[config.mk]
export PLATFORM = sky130hd
export DESIGN_NAME = timer_io_ctrl
export DESIGN_NICKNAME = d
export VERILOG_FILES = /design/src/rtl/timer_io_ctrl.sv
export SDC_FILE = /design/constraint.sdc
export NUM_CORES = 1
export LEC_CHECK = 0
export ABC_AREA = 1
export BUFFER_PORTS_ARGS = -buffer_cell sky130_fd_sc_hd__buf_2
export CORE_ASPECT_RATIO = 0.9
export CORE_MARGIN = 10
export CORE_UTILIZATION = 45
export CTS_BUF_LIST = sky130_fd_sc_hd__clkbuf_8 sky130_fd_sc_hd__clkbuf_16
export CTS_CLUSTER_DIAMETER = 100
export DETAILED_ROUTE_END_ITERATION = 12
export GPL_TIMING_DRIVEN = 0
export MAX_ROUTING_LAYER = met4
export PLACE_DENSITY = 0.72
export REMOVE_ABC_BUFFERS = 1
export SETUP_SLACK_MARGIN = 0.4
export SLEW_MARGIN = 20
export SYNTH_ARGS = -nofsm -noshare
export SYNTH_HDL_FRONTEND = slang
export SYNTH_SLANG_ARGS = --single-unit
[constraint.sdc]
create_clock -name clk -period 1.7 [get_ports clk]
set_input_delay 0.51 -clock clk [delete_from_list [all_inputs] [get_ports clk]]
set_output_delay 0.51 -clock clk [all_outputs]
set_load 0.01 [all_outputs]
[src/rtl/timer_io_ctrl.sv]
// Timer configuration port decoder and timer_end interrupt controller.
// Holds umbral/basetiempo, restarts the timer on reconfiguration and raises a four-phase irq.
module timer_io_ctrl #(
    parameter int          ADDR_W     = 4,
    parameter int unsigned TIMER_PORT = 4
) (
    input  logic              clk,
    input  logic              reset,
    input  logic              io_we,
    input  logic [ADDR_W-1:0] io_addr,
    input  logic [7:0]        io_wdata,
    input  logic              timer_end,
    output logic [5:0]        umbral,
    output logic [1:0]        basetiempo,
    output logic              timer_rst,
    output logic              irq,
    input  logic              irq_ack,
    output logic [3:0]        missed
);

    localparam logic [ADDR_W-1:0] PORT_ADDR = ADDR_W'(TIMER_PORT);

    typedef enum logic [1:0] {
        ST_IDLE = 2'd0,
        ST_PEND = 2'd1,
        ST_DONE = 2'd2
    } state_t;

    function automatic logic [3:0] sat_inc(input logic [3:0] value);
        if (value == 4'd15) begin
            sat_inc = 4'd15;
        end else begin
            sat_inc = value + 4'd1;
        end
    endfunction

    logic [5:0] umbral_r;
    logic [1:0] basetiempo_r;
    logic       timer_rst_r;
    logic       irq_r;
    logic [3:0] missed_r;
    logic       sync1_r;
    logic       sync2_r;
    logic       prev_r;
    logic [1:0] blank_cnt_r;
    state_t     state_r;

    logic       cfg_wr_s;
    logic       edge_s;
    logic       enabled_s;
    logic       event_s;
    state_t     state_nxt_s;
    logic [3:0] missed_nxt_s;
    logic       irq_nxt_s;

    assign cfg_wr_s  = io_we && (io_addr == PORT_ADDR);
    assign edge_s    = sync2_r && !prev_r;
    assign enabled_s = (umbral_r != 6'd0);
    // The write cycle itself and the blanking window both discard edges left in the synchronizer.
    assign event_s   = edge_s && enabled_s && (blank_cnt_r == 2'd0) && !cfg_wr_s;

    // Configuration register, restart pulse and blanking counter.
    always_ff @(posedge clk or posedge reset) begin
        if (reset) begin
            umbral_r     <= 6'd0;
            basetiempo_r <= 2'd0;
            timer_rst_r  <= 1'b0;
            blank_cnt_r  <= 2'd0;
        end else begin
            timer_rst_r <= cfg_wr_s;
            if (cfg_wr_s) begin
                umbral_r     <= io_wdata[7:2];
                basetiempo_r <= io_wdata[1:0];
                blank_cnt_r  <= 2'd3;
            end else if (blank_cnt_r != 2'd0) begin
                blank_cnt_r <= blank_cnt_r - 2'd1;
            end else begin
                blank_cnt_r <= 2'd0;
            end
        end
    end

    // Two-flop synchronizer for timer_end followed by the edge-detect history flop.
    always_ff @(posedge clk or posedge reset) begin
        if (reset) begin
            sync1_r <= 1'b0;
            sync2_r <= 1'b0;
            prev_r  <= 1'b0;
        end else begin
            sync1_r <= timer_end;
            sync2_r <= sync1_r;
            prev_r  <= sync2_r;
        end
    end

    // Interrupt FSM state and its registered outputs.
    always_ff @(posedge clk or posedge reset) begin
        if (reset) begin
            state_r  <= ST_IDLE;
            irq_r    <= 1'b0;
            missed_r <= 4'd0;
        end else begin
            state_r  <= state_nxt_s;
            irq_r    <= irq_nxt_s;
            missed_r <= missed_nxt_s;
        end
    end

    // Next-state, irq and missed-event counter logic.
    always_comb begin
        state_nxt_s  = state_r;
        missed_nxt_s = missed_r;
        irq_nxt_s    = 1'b0;

        case (state_r)
            ST_IDLE: begin
                if (event_s) begin
                    state_nxt_s = ST_PEND;
                end else begin
                    state_nxt_s = ST_IDLE;
                end
            end
            ST_PEND: begin
                if (cfg_wr_s) begin
                    state_nxt_s = ST_IDLE;
                end else if (irq_ack) begin
                    state_nxt_s = ST_DONE;
                end else begin
                    state_nxt_s = ST_PEND;
                end
            end
            ST_DONE: begin
                // A write here does not cancel the handshake; wait for the ack to drop.
                if (!irq_ack) begin
                    state_nxt_s = ST_IDLE;
                end else begin
                    state_nxt_s = ST_DONE;
                end
            end
            default: begin
                state_nxt_s = ST_IDLE;
            end
        endcase

        if (cfg_wr_s) begin
            missed_nxt_s = 4'd0;
        end else if (event_s && (state_r != ST_IDLE)) begin
            missed_nxt_s = sat_inc(missed_r);
        end else begin
            missed_nxt_s = missed_r;
        end

        if (state_nxt_s == ST_PEND) begin
            irq_nxt_s = 1'b1;
        end else begin
            irq_nxt_s = 1'b0;
        end
    end

    assign umbral     = umbral_r;
    assign basetiempo = basetiempo_r;
    assign timer_rst  = timer_rst_r;
    assign irq        = irq_r;
    assign missed     = missed_r;

endmodule

* Word level (Yosys, flattened, before mapping)
Cells that the tools add are included.
** Word-level totals
- Register bits :: 21
- Word-level logic and storage cells :: 42
- Output and inout bits :: 14
- Input bits :: 17
** Cells by class
- Reduce and logical (&&, ||, !) cells :: 14
- Equal/unequal tests :: 5
- Muxes and demuxes :: 11
- $add $sub $neg :: 2
** Operator list (count)
- 4-bit 2-to-1 mux :: 3
- 2-bit 2-to-1 mux :: 5
- 1-bit logical AND :: 6
- 2-bit one-hot mux with 3 select lines :: 1
- 2-bit nonzero test :: 3
- 6-bit nonzero test :: 1
- 4-bit by 1-bit adder with 4-bit output, second input constant :: 1
- 2-bit by 1-bit equality test with 1-bit output, second input constant :: 2
- 4-bit by 3-bit equality test with 1-bit output, second input constant :: 1
- 4-bit equality test, second input constant :: 1
- 2-bit zero test :: 2
- 2-bit equality test, second input constant :: 1
- 1-bit zero test :: 2
- 1-bit 2-to-1 mux :: 2
- 2-bit by 1-bit subtractor with 2-bit output, second input constant :: 1

* Longest topological paths before layout
Gate-level depths: netlist of the first run.
- Word-level depth :: 9
- Depth in mapped cells :: 7
- Gate-level depth less buffers :: 7

* Least setup slack after synthesis of the first run
Ideal clock, no wire load.
- Path kind :: input -> register
- Start point :: in io_addr[1]
- End point :: reg umbral_r[0] (netlist: umbral[0])
- Data required time :: 1.583 ns
- Path buffers :: 1
- Setup slack :: 0.549 ns
- Arrival :: 1.033 ns
- Stages on the path :: 5
- Path through :: nor2_2 -> nand3_4 -> buf_2 -> nand2_1 -> nand2_1
** On the way
- Word-level cells in the longest chain between the ends :: 2
** Ends and longest elaborated chain
- start, declared :: RTL line 10 : input logic [ADDR_W-1:0] io_addr,
- 4-bit by 3-bit equality test with 1-bit output :: RTL line 56 : assign cfg_wr_s = io_we && (io_addr == PORT_ADDR);
- 1-bit logical AND :: RTL line 56
- end signal, assigned :: RTL line 72 : umbral_r <= io_wdata[7:2];
- end, declared :: RTL line 37 : logic [5:0] umbral_r;
No other way between the ends.
A chain may end at the register's enable or synchronous reset.

* Worst setup path in the final report of the first run
- Start point :: reg umbral_r[2] (netlist: umbral[2])
- End point :: out umbral[2]
** RTL lines
- end, declared :: RTL line 13 : output logic [5:0] umbral,
No word-level cell between the ends.

==> reports/qor.yml, run 1 <==
fp-row-count: 15
cp-end-kind: "output pin"
ys_seq_area_frac: 0.586
cts-buffers-inserted: 3
synth-seq-cells: 21
p_leak_nw: 0.714
multiInputGateArea_sq_um: 327
cts_sinks: 21
crit_family: "flip-flops"
grtUsageMet2: 0.169
startpoint: "umbral[2]"
synthSimpleGateAreaFrac: 0.296
ir_drop_mv: 0.793
p_switching_mw: 0.441
outcome: "completed"
setup_viol: 0
clk_path_buf_depth: 2
internal_power_mw: 0.974
num_vias: 791
critPathBufInv: 1
p_total_mw: 1.42
seqCellArea_sq_um: 526
synth_compound_area_frac: 0.0391
synth_top_family_by_area: "simple AND/OR/NAND/NOR gates"
hold_path.class: "flip-flop to flip-flop"
grt_pass1_wl_mm: 3.44
cts_tree: "done"
worst_pin_slew_ns: 0.781
fin_tns_setup_ns: 0
io_pins: 31
critPathMaxStageDelay_ns: 0.40
worst_ep_arrival_time_ns: 0.80
path_class: "flip-flop to output pin"
min_from: "sync1_r"
antenna_left: 0
synth-xor-area-share: 0.00976
critPathLaunchType: "flip-flop"
drcViolationCount: 0
cts_hold_buf: 0
rsz0062_at_grt: "true"
routedWlPerCell_microns: 12.1
grt_max_degree: 22
use_met1: 0.116
finalHoldViolations: 0
drv_slew: 0
pwr-share-seq: 0.445
first_pass_iters: 4
slew_headroom: 0.479
holdWs_ns: 0.350
clk_latency_ns: 0.26
grt_use_met3: 0.0269
synth_cells: 101
drive_gt1_frac: 0.372
wirelength_mm: 2.06
syn_avg_cell_area_sq_um: 8.88
coreArea_sq_um: 1910
port_buffers: 30
clock_power_share: 0.228
nets: 164
skew_ns: 0.00395
drt_iter0_markers: 18
finalCritPeriodShare: 0.772
synthMuxAreaShare: 0
grt-ovfl-total: 0
synth_fa_ha_area_frac: 0.0139
maxCapViolCount: 0
fin_util: 0.646
grt-busiest-layer: "met2"
path_cells: "buf_2"
antenna_found_initial: 0
switching_share: 0.312
path_max_fanout: 2
fin_area_sq_um: 1240
yosysUniqueCellTypes: 18
initial_core_util: 0.469
fmax_ghz: 0.762
cts_root_buf: "clkbuf_8"
htree_levels: 1
fillers: 174
place_hpwl_mm: 1.47
grt_pass1_vias: 828
r2r-start: "umbral[4]"
cpMaxStageDelayCell: "dfrtp_1"
die_w_microns: 67.1
pwr-share-comb: 0.326
min_period_ns: 1.31
die_area_sq_um: 4180
gp_congestion: 0.773
syn_to_final_growth_pct: 37.8
powerDensity_nw_per_um2: 1140
worstPathRequired_ns: 1.19
yosys_warnings: 0
diodes: 0
placed_cell_area_sq_um: 1070
syn_area_sq_um: 897
track_usage: 0.103
viasPerCell: 4.65
die_h_microns: 62.4
clkTransAtPathRegs_ns: 0.07
[registers in the layout, summed over array words and instances, names as in the netlist]
name and count:
umbral 6, blank_cnt_r 2, sync1_r 1, sync2_r 1
basetiempo 2, missed 4, state_r 2, timer_rst 1
prev_r 1, irq 1
[layout by cell type (no fill, tap or decap), types with 2 or more instances in the layout]
cell type | netlist | layout
buf_2 | 1 | 26
buf_6 | 0 | 4
dfrtp_1 | 21 | 21
nor2_1 | 4 | 4
o21ai_0 | 3 | 3
clkbuf_8 | 0 | 3
buf_4 | 0 | 11
o22ai_1 | 2 | 2
inv_1 | 10 | 10
nor2_2 | 2 | 2
nand3_1 | 7 | 7
nand2_1 | 42 | 41
[final timing paths]
check	endpoint	slack (ns)	cells past startpoint
min	sync2_r	0.35	0
max reg2reg	missed[0]	0.49	6
max in group asynchronous	state_r[1]	0.83	2
max	umbral[2]	0.39	1
min in group asynchronous	umbral[5]	0.38	2
min reg2reg	sync2_r	0.35	0
[cell usage after synthesis]
cell type / n / area [sq um]
nand3_1: 7 / 35.0
ha_1: 1 / 12.5
nor2_2: 2 / 12.5
nor2_1: 4 / 15.0
nand4_1: 1 / 6.26
nor2_4: 1 / 11.3
nand3_4: 1 / 17.5
xor2_1: 1 / 8.76
o21ai_0: 3 / 15.0
dfrtp_1: 21 / 526
clkinv_1: 1 / 3.75
o22ai_1: 2 / 12.5
buf_2: 1 / 5.00
a21boi_0: 1 / 7.51
inv_2: 1 / 3.75
nand3_2: 1 / 10.0
nand2_1: 42 / 158
inv_1: 10 / 37.5
[area by class of cell]
| cell class | instances | share of cell area |
|---|---|---|
| flip-flops and latches | 21 | 0.425 |
| clock buffers | 3 | 0.0334 |
| inverters | 12 | 0.0395 |
| multi-input cells | 67 | 0.264 |
| repair buffers | 41 | 0.209 |
| clock inverters | 1 | 0.00405 |
| well taps | 25 | 0.0253 |
[power groups by stage]
| stage | logic (mW) | clock network [mW] | registers [mW] |
|---|---|---|---|
| after floorplan | 0.165 | 0 | 0.683 |
| after global placement | 0.315 | 0 | 0.652 |
| after detailed placement | 0.329 | 0 | 0.655 |
| after CTS | 0.434 | 0.333 | 0.620 |
| after global routing | 0.513 | 0.353 | 0.638 |
| final | 0.462 | 0.323 | 0.630 |
[layer usage]
metal / wire, microns / share of wire
met1: 906 / 0.44
met2: 993 / 0.48
met3: 128 / 0.062
met4: 28 / 0.014
met5: 0 / 0
[what timing repair did]
action / in CTS / in global routing
endpoints found under the setup margin: 12 / 18
hold endpoints to repair: 0 / 0
buffers inserted: 10 / 1
resized for setup: 0 / 7
cloned: 0 / 0
pin swaps: 0 / 1
[stage by stage]
step	std cells	setup slack, ns
2_1_floorplan	100	0.502
3_3_place_gp	155	0.287
3_5_place_dp	155	0.239
4_1_cts	169	0.392
5_1_grt	170	0.370
6_report	170	0.388
[kinds of logic after synthesis]
| logic type | count (synthesis) |
|---|---|
| DFF | 21 |
| buffers and inverters | 13 |
| xor gates and xnor gates | 1 |
| and+or+nand+nor | 59 |
| adders and majority gates | 1 |
| AOI/OAI and AO/OA | 6 |
Power figures use the tool's default switching activity.
==> run 2: changes to the inputs <==
--- a/config.mk
+++ b/config.mk
@@ -5,11 +5,11 @@
 export SDC_FILE = /design/constraint.sdc
 export NUM_CORES = 1
 export LEC_CHECK = 0
-export ABC_AREA = 1
+export ABC_AREA = 0
 export BUFFER_PORTS_ARGS = -buffer_cell sky130_fd_sc_hd__buf_2
 export CORE_ASPECT_RATIO = 0.9
 export CORE_MARGIN = 10
-export CORE_UTILIZATION = 45
+export CORE_UTILIZATION = 43
 export CTS_BUF_LIST = sky130_fd_sc_hd__clkbuf_8 sky130_fd_sc_hd__clkbuf_16
 export CTS_CLUSTER_DIAMETER = 100
 export DETAILED_ROUTE_END_ITERATION = 12
==> constraint.sdc (replaced) <==
create_clock -name clk -period 1.1 [get_ports clk]
set_input_delay 0.33 -clock clk [delete_from_list [all_inputs] [get_ports clk]]
set_output_delay 0.33 -clock clk [all_outputs]
set_load 0.01 [all_outputs]
==> run 2 against run 1 <==
The flow now finishes with violations (negative setup slack). Utilization rose by 6.6 points. Critical path depth is 3 higher. Worst setup slack worse by 0.90 ns. Synthesized cell count decreased by 36%. Sequential power is 68% higher. Via count is 11% lower. First-iteration DRC count unchanged. Largest cell class unchanged.
==> reports/qor.yml, run 2 <==
p_total_mw: 2.59  # +83%
die_h_microns: 63.3  # +1.5%
async_reset_ff_frac: 1.00  # unchanged
fmax_ghz: 0.621
drcViolationCount: 0  # unchanged
largest_register_ffs: 6  # unchanged
fillers: 123  # -29%
syn_avg_cell_area_sq_um: 13.8  # +55%
rsz0062_at_grt: "true"
reg2reg_depth: 4  # -2
synth_edf_count: 0  # unchanged
die_area_sq_um: 4310  # +3.1%
fp-row-count: 15  # unchanged
io_pins: 31  # unchanged
startpoint: "umbral[1]"
powerDensity_nw_per_um2: 1870  # +63%
cp.depth: 4  # +3
synth_ff_type: "dfrtp_1"
num_vias: 703  # -11%
ir_drop_mv: 1.14  # +44%
yosysUniqueCellTypes: 24  # +6
final_common_cell: "buf_2"
yosysTopAreaCell: "dfrtp_1"
yosys_warnings: 0  # unchanged
initial_core_util: 0.459  # -0.00965
synth-seq-cells: 21  # unchanged
synthMostInstantiatedCell: "dfrtp_1"
synth_top_cells_by_area: "dfrtp_1, mux2_2, buf_6"
setup_viol: 18  # +18
grt-ovfl-total: 0  # unchanged
p_leak_nw: 0.703  # -1.5%
cts_tree: "done"
most-common-layout-cells: "buf_2, dfrtp_1, buf_6, buf_4, mux2_4"
synthMuxAreaShare: 0.113  # +0.113
nets: 133  # -19%
maxCapViolCount: 0  # unchanged
drv_slew: 0  # unchanged
path_class: "flip-flop to flip-flop"
antenna_found_initial: 0  # unchanged
finalHoldViolations: 0  # unchanged
reg2reg_slack_ns: -0.51  # -1.00 ns
pre_cts_slack_ns: -0.665  # -0.905 ns
synth_top_family_by_area: "simple AND/OR/NAND/NOR gates"
grt_max_degree: 22  # unchanged
path_max_fanout: 8  # +6
finalWorstSetupSlack_ns: -0.511  # -0.900 ns
routedWlPerCell_microns: 17.3  # +43%
synth_fa_ha_area_frac: 0.0140  # +0.0000195
port_buffers: 30  # unchanged
outcome: "finished, violations left"
hold_path.class: "input port to async pin"
r2r-start: "umbral[1]"
clk_latency_ns: 0.26  # about the same
first_pass_iters: 4  # unchanged
grt_pass1_vias: 790  # -4.6%
synth_cells: 65  # -36%
min_period_ns: 1.61
clkTransAtPathRegs_ns: 0.08  # about the same
synth_compound_area_frac: 0.0712  # +0.0322
cts-buffers-inserted: 3  # unchanged
grt_pass1_wl_mm: 3.80  # +11%
crit_family: "simple AND/OR/NAND/NOR gates"
violations: "negative setup slack"
antenna_left: 0  # unchanged
track_usage: 0.115  # +0.0113
syn_to_final_growth_pct: 55.0
finalCritPeriodShare: 1.46
place_hpwl_mm: 1.32  # -10%
fin_tns_setup_ns: -3.32  # -3.32 ns
yosysTopAreaCellShare: 0.587  # +0.000818
cts_hold_buf: 0  # unchanged
worst_ep_arrival_time_ns: 1.80  # +1.00 ns
cpMaxStageDelayCell: "or4_4"
worstSetupEndpoint: "missed[2]"
coreArea_sq_um: 1950  # +2.0%
diodes: 0  # unchanged
synth.top_cells.by_count: "dfrtp_1, mux2_2, inv_1, nor2_1, nor3_1"
drt_iter0_markers: 18  # unchanged
ys_seq_area_frac: 0.587  # +0.000818
skew_ns: 0.00312  # -0.000828 ns
critPathBufInv: 0  # -1
clk_path_buf_depth: 2  # unchanged
worstPathRequired_ns: 1.28  # +0.09 ns
slew_headroom: 0.694  # +0.215
seqCellArea_sq_um: 526  # unchanged
syn_area_sq_um: 896  # -0.14%
cts_root_buf: "clkbuf_8"
synth-xor-area-share: 0  # -0.00976
multiInputGateArea_sq_um: 417  # +28%
synthSimpleGateAreaFrac: 0.173  # -0.122
drive_gt1_frac: 0.658  # +0.285
cp-end-kind: "flip-flop"
die_w_microns: 68.1  # +1.6%
critPathMaxStageDelay_ns: 0.54  # +0.14 ns
htree_levels: 1  # unchanged
path_cells: "or4_4, o211a_4, and4b_1, nor3_2"
viasPerCell: 5.06  # +8.7%
wirelength_mm: 2.41  # +17%
critPathLaunchType: "flip-flop"
gp_congestion: 0.744  # -3.7%
r2r_end: "missed[2]"
worst_pin_slew_ns: 0.458  # -0.323 ns
cts_sinks: 21  # unchanged
run 2: changes by cell type after synthesis, sizes merged, moves of 4 or more:
cell   delta
nand2    -42
nand3     -8
nor3      +5
nor2      -4
inv       -7
mux2      +9
run 2: power by group:
part	leakage (nW)	total, mW	switching (mW)	internal [mW]
combinational	0.413	1.04	0.448	0.592
clock	0.0269	0.494	0.245	0.249
sequential	0.263	1.06	0.119	0.942
total	0.703	2.59	0.812	1.78
run 2: kinds of logic after synthesis:
family	after synthesis
AO/OA/AOI/OAI	8
adder cells (fa/ha/maj)	1
buffers and inverters	6
flip-flops	21
multiplexers	9
AND/OR/NAND/NOR	20
run 2: worst min path at each step:
stage | startpoint | end | slack, ns | cells past startpoint
finish | reset | umbral[3] | 0.08 | 2
global route | reset | umbral[1] | 0.1 | 2
CTS | reset | umbral[3] | 0.09 | 2
detailed placement | sync1_r | sync2_r | 0.34 | 0
global placement | sync1_r | sync2_r | 0.33 | 0
floorplan | reset | basetiempo[0] | 0.31 | 1
run 2: per-stage QoR:
stage                     std cells  hold slack [ns]  cell area (sq um)  utilization
after global placement          118            0.333               1050        0.540
final                           139           0.0774               1390        0.712
after CTS                       134           0.0944               1300        0.667
after global routing            139           0.0965               1390        0.712
after detailed placement        118            0.336               1050        0.540
after floorplan                  63            0.307                873            -
run 2: timing repair:
action	4_1_cts	5_1_grt
endpoints found under the setup margin	53	32
setup buffers	11	5
resized for setup	23	11
cloned	1	0
pin swaps	5	3
run 2: metal layers:
layer	up-vias	GRT usage	part of all wire
li1	331	-	-
met1	344	0.132	0.41
met2	22	0.177	0.50
met3	6	0.0336	0.071
met4	0	0.0528	0.018
met5	-	-	0
run 2: area by class of cell:
| type | count | area share |
|---|---|---|
| Multi-Input combinational cell | 39 | 0.300 |
| Clock inverter | 1 | 0.00270 |
| Clock buffer | 3 | 0.0297 |
| Inverter | 4 | 0.0135 |
| Sequential cell | 21 | 0.378 |
| Tap cell | 25 | 0.0225 |
| Timing Repair Buffer | 46 | 0.253 |
==> run 3: changes to the inputs <==
--- a/config.mk
+++ b/config.mk
@@ -13,9 +13,8 @@
 export CTS_BUF_LIST = sky130_fd_sc_hd__clkbuf_8 sky130_fd_sc_hd__clkbuf_16
 export CTS_CLUSTER_DIAMETER = 100
 export DETAILED_ROUTE_END_ITERATION = 12
-export GPL_TIMING_DRIVEN = 0
 export MAX_ROUTING_LAYER = met4
-export PLACE_DENSITY = 0.72
+export PLACE_DENSITY = 0.73
 export REMOVE_ABC_BUFFERS = 1
 export SETUP_SLACK_MARGIN = 0.4
 export SLEW_MARGIN = 20
==> run 3 against run 2 <==
The flow still finishes with violations (negative setup slack). Worst setup slack lost 0.00070 ns. Routed wire length is 11% higher. Hold slack better by 0.032 ns. Global-route usage is 0.69 points higher. Clock power about the same. Maximum frequency hardly changed. Via count up 11%. Die area stayed put. Clock-buffer cell count is the same. Combinational power is 20% higher. Clock skew up 0.0031 ns. Flip-flop and latch count is the same. Critical path type unchanged. Highest routed layer unchanged.
==> reports/qor.yml, run 3 (synthesis results as in run 2) <==
outcome: "finished, violations left"
violations: "negative setup slack"
port_buffers: 30  # unchanged
die_area_sq_um: 4310  # unchanged
r2r-start: "umbral[0]"
io_pins: 31  # unchanged
place_hpwl_mm: 1.50  # +14%
worst_pin_slew_ns: 0.296  # -0.162 ns
syn_to_final_growth_pct: 60.2
die_h_microns: 63.3  # unchanged
min_period_ns: 1.61  # +0.000696 ns
path_class: "flip-flop to flip-flop"
critPathBufInv: 0  # unchanged
cts_root_buf: "clkbuf_8"
critPathLaunchType: "flip-flop"
top_layer: "met4"
cts-buffers-inserted: 3  # unchanged
wirelength_mm: 2.67  # +11%
grt-ovfl-total: 0  # unchanged
crit_family: "simple AND/OR/NAND/NOR gates"
diodes: 0  # unchanged
pre_cts_slack_ns: -0.461  # +0.204 ns
worst_ep_arrival_time_ns: 1.80  # about the same
antenna_left: 0  # unchanged
seqCellArea_sq_um: 526  # unchanged
drive_gt1_frac: 0.650  # -0.00789
drt_iter0_markers: 28  # +10
largest_register_ffs: 6  # unchanged
die_w_microns: 68.1  # unchanged
maxCapViolCount: 0  # unchanged
fp-row-count: 15  # unchanged
cpMaxStageDelayCell: "or4_4"
most-common-layout-cells: "dfrtp_1, buf_6, buf_2"
grt_pass1_wl_mm: 4.06  # +6.7%
drcViolationCount: 0  # unchanged
num_vias: 777  # +11%
p_leak_nw: 0.746  # +6.2%
fillers: 128  # +4.1%
wl_met2_mm: 1.41  # +17%
viasPerCell: 5.36  # +6.0%
worstPathRequired_ns: 1.29  # about the same
holdWs_ns: 0.109  # +0.0320 ns
final_common_cell: "dfrtp_1"
nets: 139  # +4.5%
r2r_end: "missed[0]"
cts_tree: "done"
cts_sinks: 21  # unchanged
clk_latency_ns: 0.26  # about the same
path_cells: "or4_4, o211a_4, and3_4, nor3_2"
antenna_found_initial: 0  # unchanged
drv_slew: 0  # unchanged
cp-end-kind: "flip-flop"
coreArea_sq_um: 1950  # unchanged
finalHoldViolations: 0  # unchanged
grt_max_degree: 22  # unchanged
path_max_fanout: 8  # unchanged
routedWlPerCell_microns: 18.4  # +6.5%
gp_congestion: 0.768  # +3.2%
multiInputGateArea_sq_um: 393  # -5.7%
first_pass_iters: 4  # unchanged
fmax_ghz: 0.620  # about the same
track_usage: 0.121  # +0.00690
ir_drop_mv: 1.48  # +30%
reg2reg_depth: 4  # unchanged
reg2reg_slack_ns: -0.51  # about the same
clk_path_buf_depth: 2  # unchanged
skew_ns: 0.00618  # +0.00306 ns
grt_pass1_vias: 882  # +12%
powerDensity_nw_per_um2: 1950  # +4.5%
wl_met3_microns: 139  # -18%
critPathMaxStageDelay_ns: 0.55  # about the same
htree_levels: 1  # unchanged
initial_core_util: 0.459  # unchanged
rsz0062_at_grt: "true"
met1_length_mm: 1.12  # +13%
clkTransAtPathRegs_ns: 0.08  # about the same
slew_headroom: 0.802  # +0.108
setup_viol: 19  # +1
finalWorstSetupSlack_ns: -0.512  # -0.000696 ns
hold_path.class: "input port to async pin"
finalCritPeriodShare: 1.47  # about the same
## run 3: cell types whose count changed in the layout (fill, tap and decap cells not counted), moves of 2 or more
cell,previous run,this run
a21oi_1,0,2
a21oi_2,2,0
and4b_4,2,0
buf_2,22,19
buf_4,11,14
buf_6,11,20
## run 3: repair_timing
action / CTS / global route
hold buffers: 0 / 0
buffers inserted: 5 / 4
resized for setup: 26 / 10
pin swaps: 3 / 1
setup endpoints to repair: 31 / 32
## run 3: where the power goes
part	leakage, nW	internal [mW]	switching [mW]
clock network	0.0269	0.248	0.245
logic	0.457	0.721	0.533
registers	0.263	0.942	0.113
## run 3: worst max path at each step
| stage | start | to | slack [ns] | depth (start not counted) |
|---|---|---|---|---|
| finish | umbral[0] | missed[0] | -0.51 | 4 |
| global route | umbral[0] | missed[0] | -0.56 | 4 |
| CTS | umbral[1] | missed[0] | -0.48 | 4 |
| detailed placement | umbral[1] | missed[0] | -0.46 | 4 |
| floorplan | umbral[0] | missed[0] | -0.48 | 4 |
| global placement | umbral[0] | missed[0] | -0.44 | 4 |
## run 3: through the flow
step / std cells / util / cell area, sq um / power, mW / TNS [ns]
floorplan: 63 / - / 873 / 1.49 / -5.83
global placement: 132 / 0.594 / 1160 / 1.86 / -4.21
detailed placement: 132 / 0.594 / 1160 / 1.89 / -4.44
CTS: 141 / 0.700 / 1370 / 2.63 / -3.33
global route: 145 / 0.735 / 1440 / 2.94 / -4.60
finish: 145 / 0.735 / 1440 / 2.80 / -3.96
## run 3: final cells by class
type,instances,share of cell area
tap,25,0.0218
sequential,21,0.366
clock buffer,3,0.0288
clock inverter,1,0.00262
inverter,4,0.0105
timing repair buffer,53,0.296
multi-input combinational,38,0.274
## run 3: tightest hold or removal path, delay by kind of cell
| family | cells | cell delay (ns) |
|---|---|---|
| buffers and inverters | 3 | 0.42 |
## run 3: routing by layer
metal  global-route usage  vias to the layer above
met1                0.139                      406
li1                     -                      339
met3               0.0318                        2
met4               0.0377                        0
met5                    -                        -
met2                0.199                       30
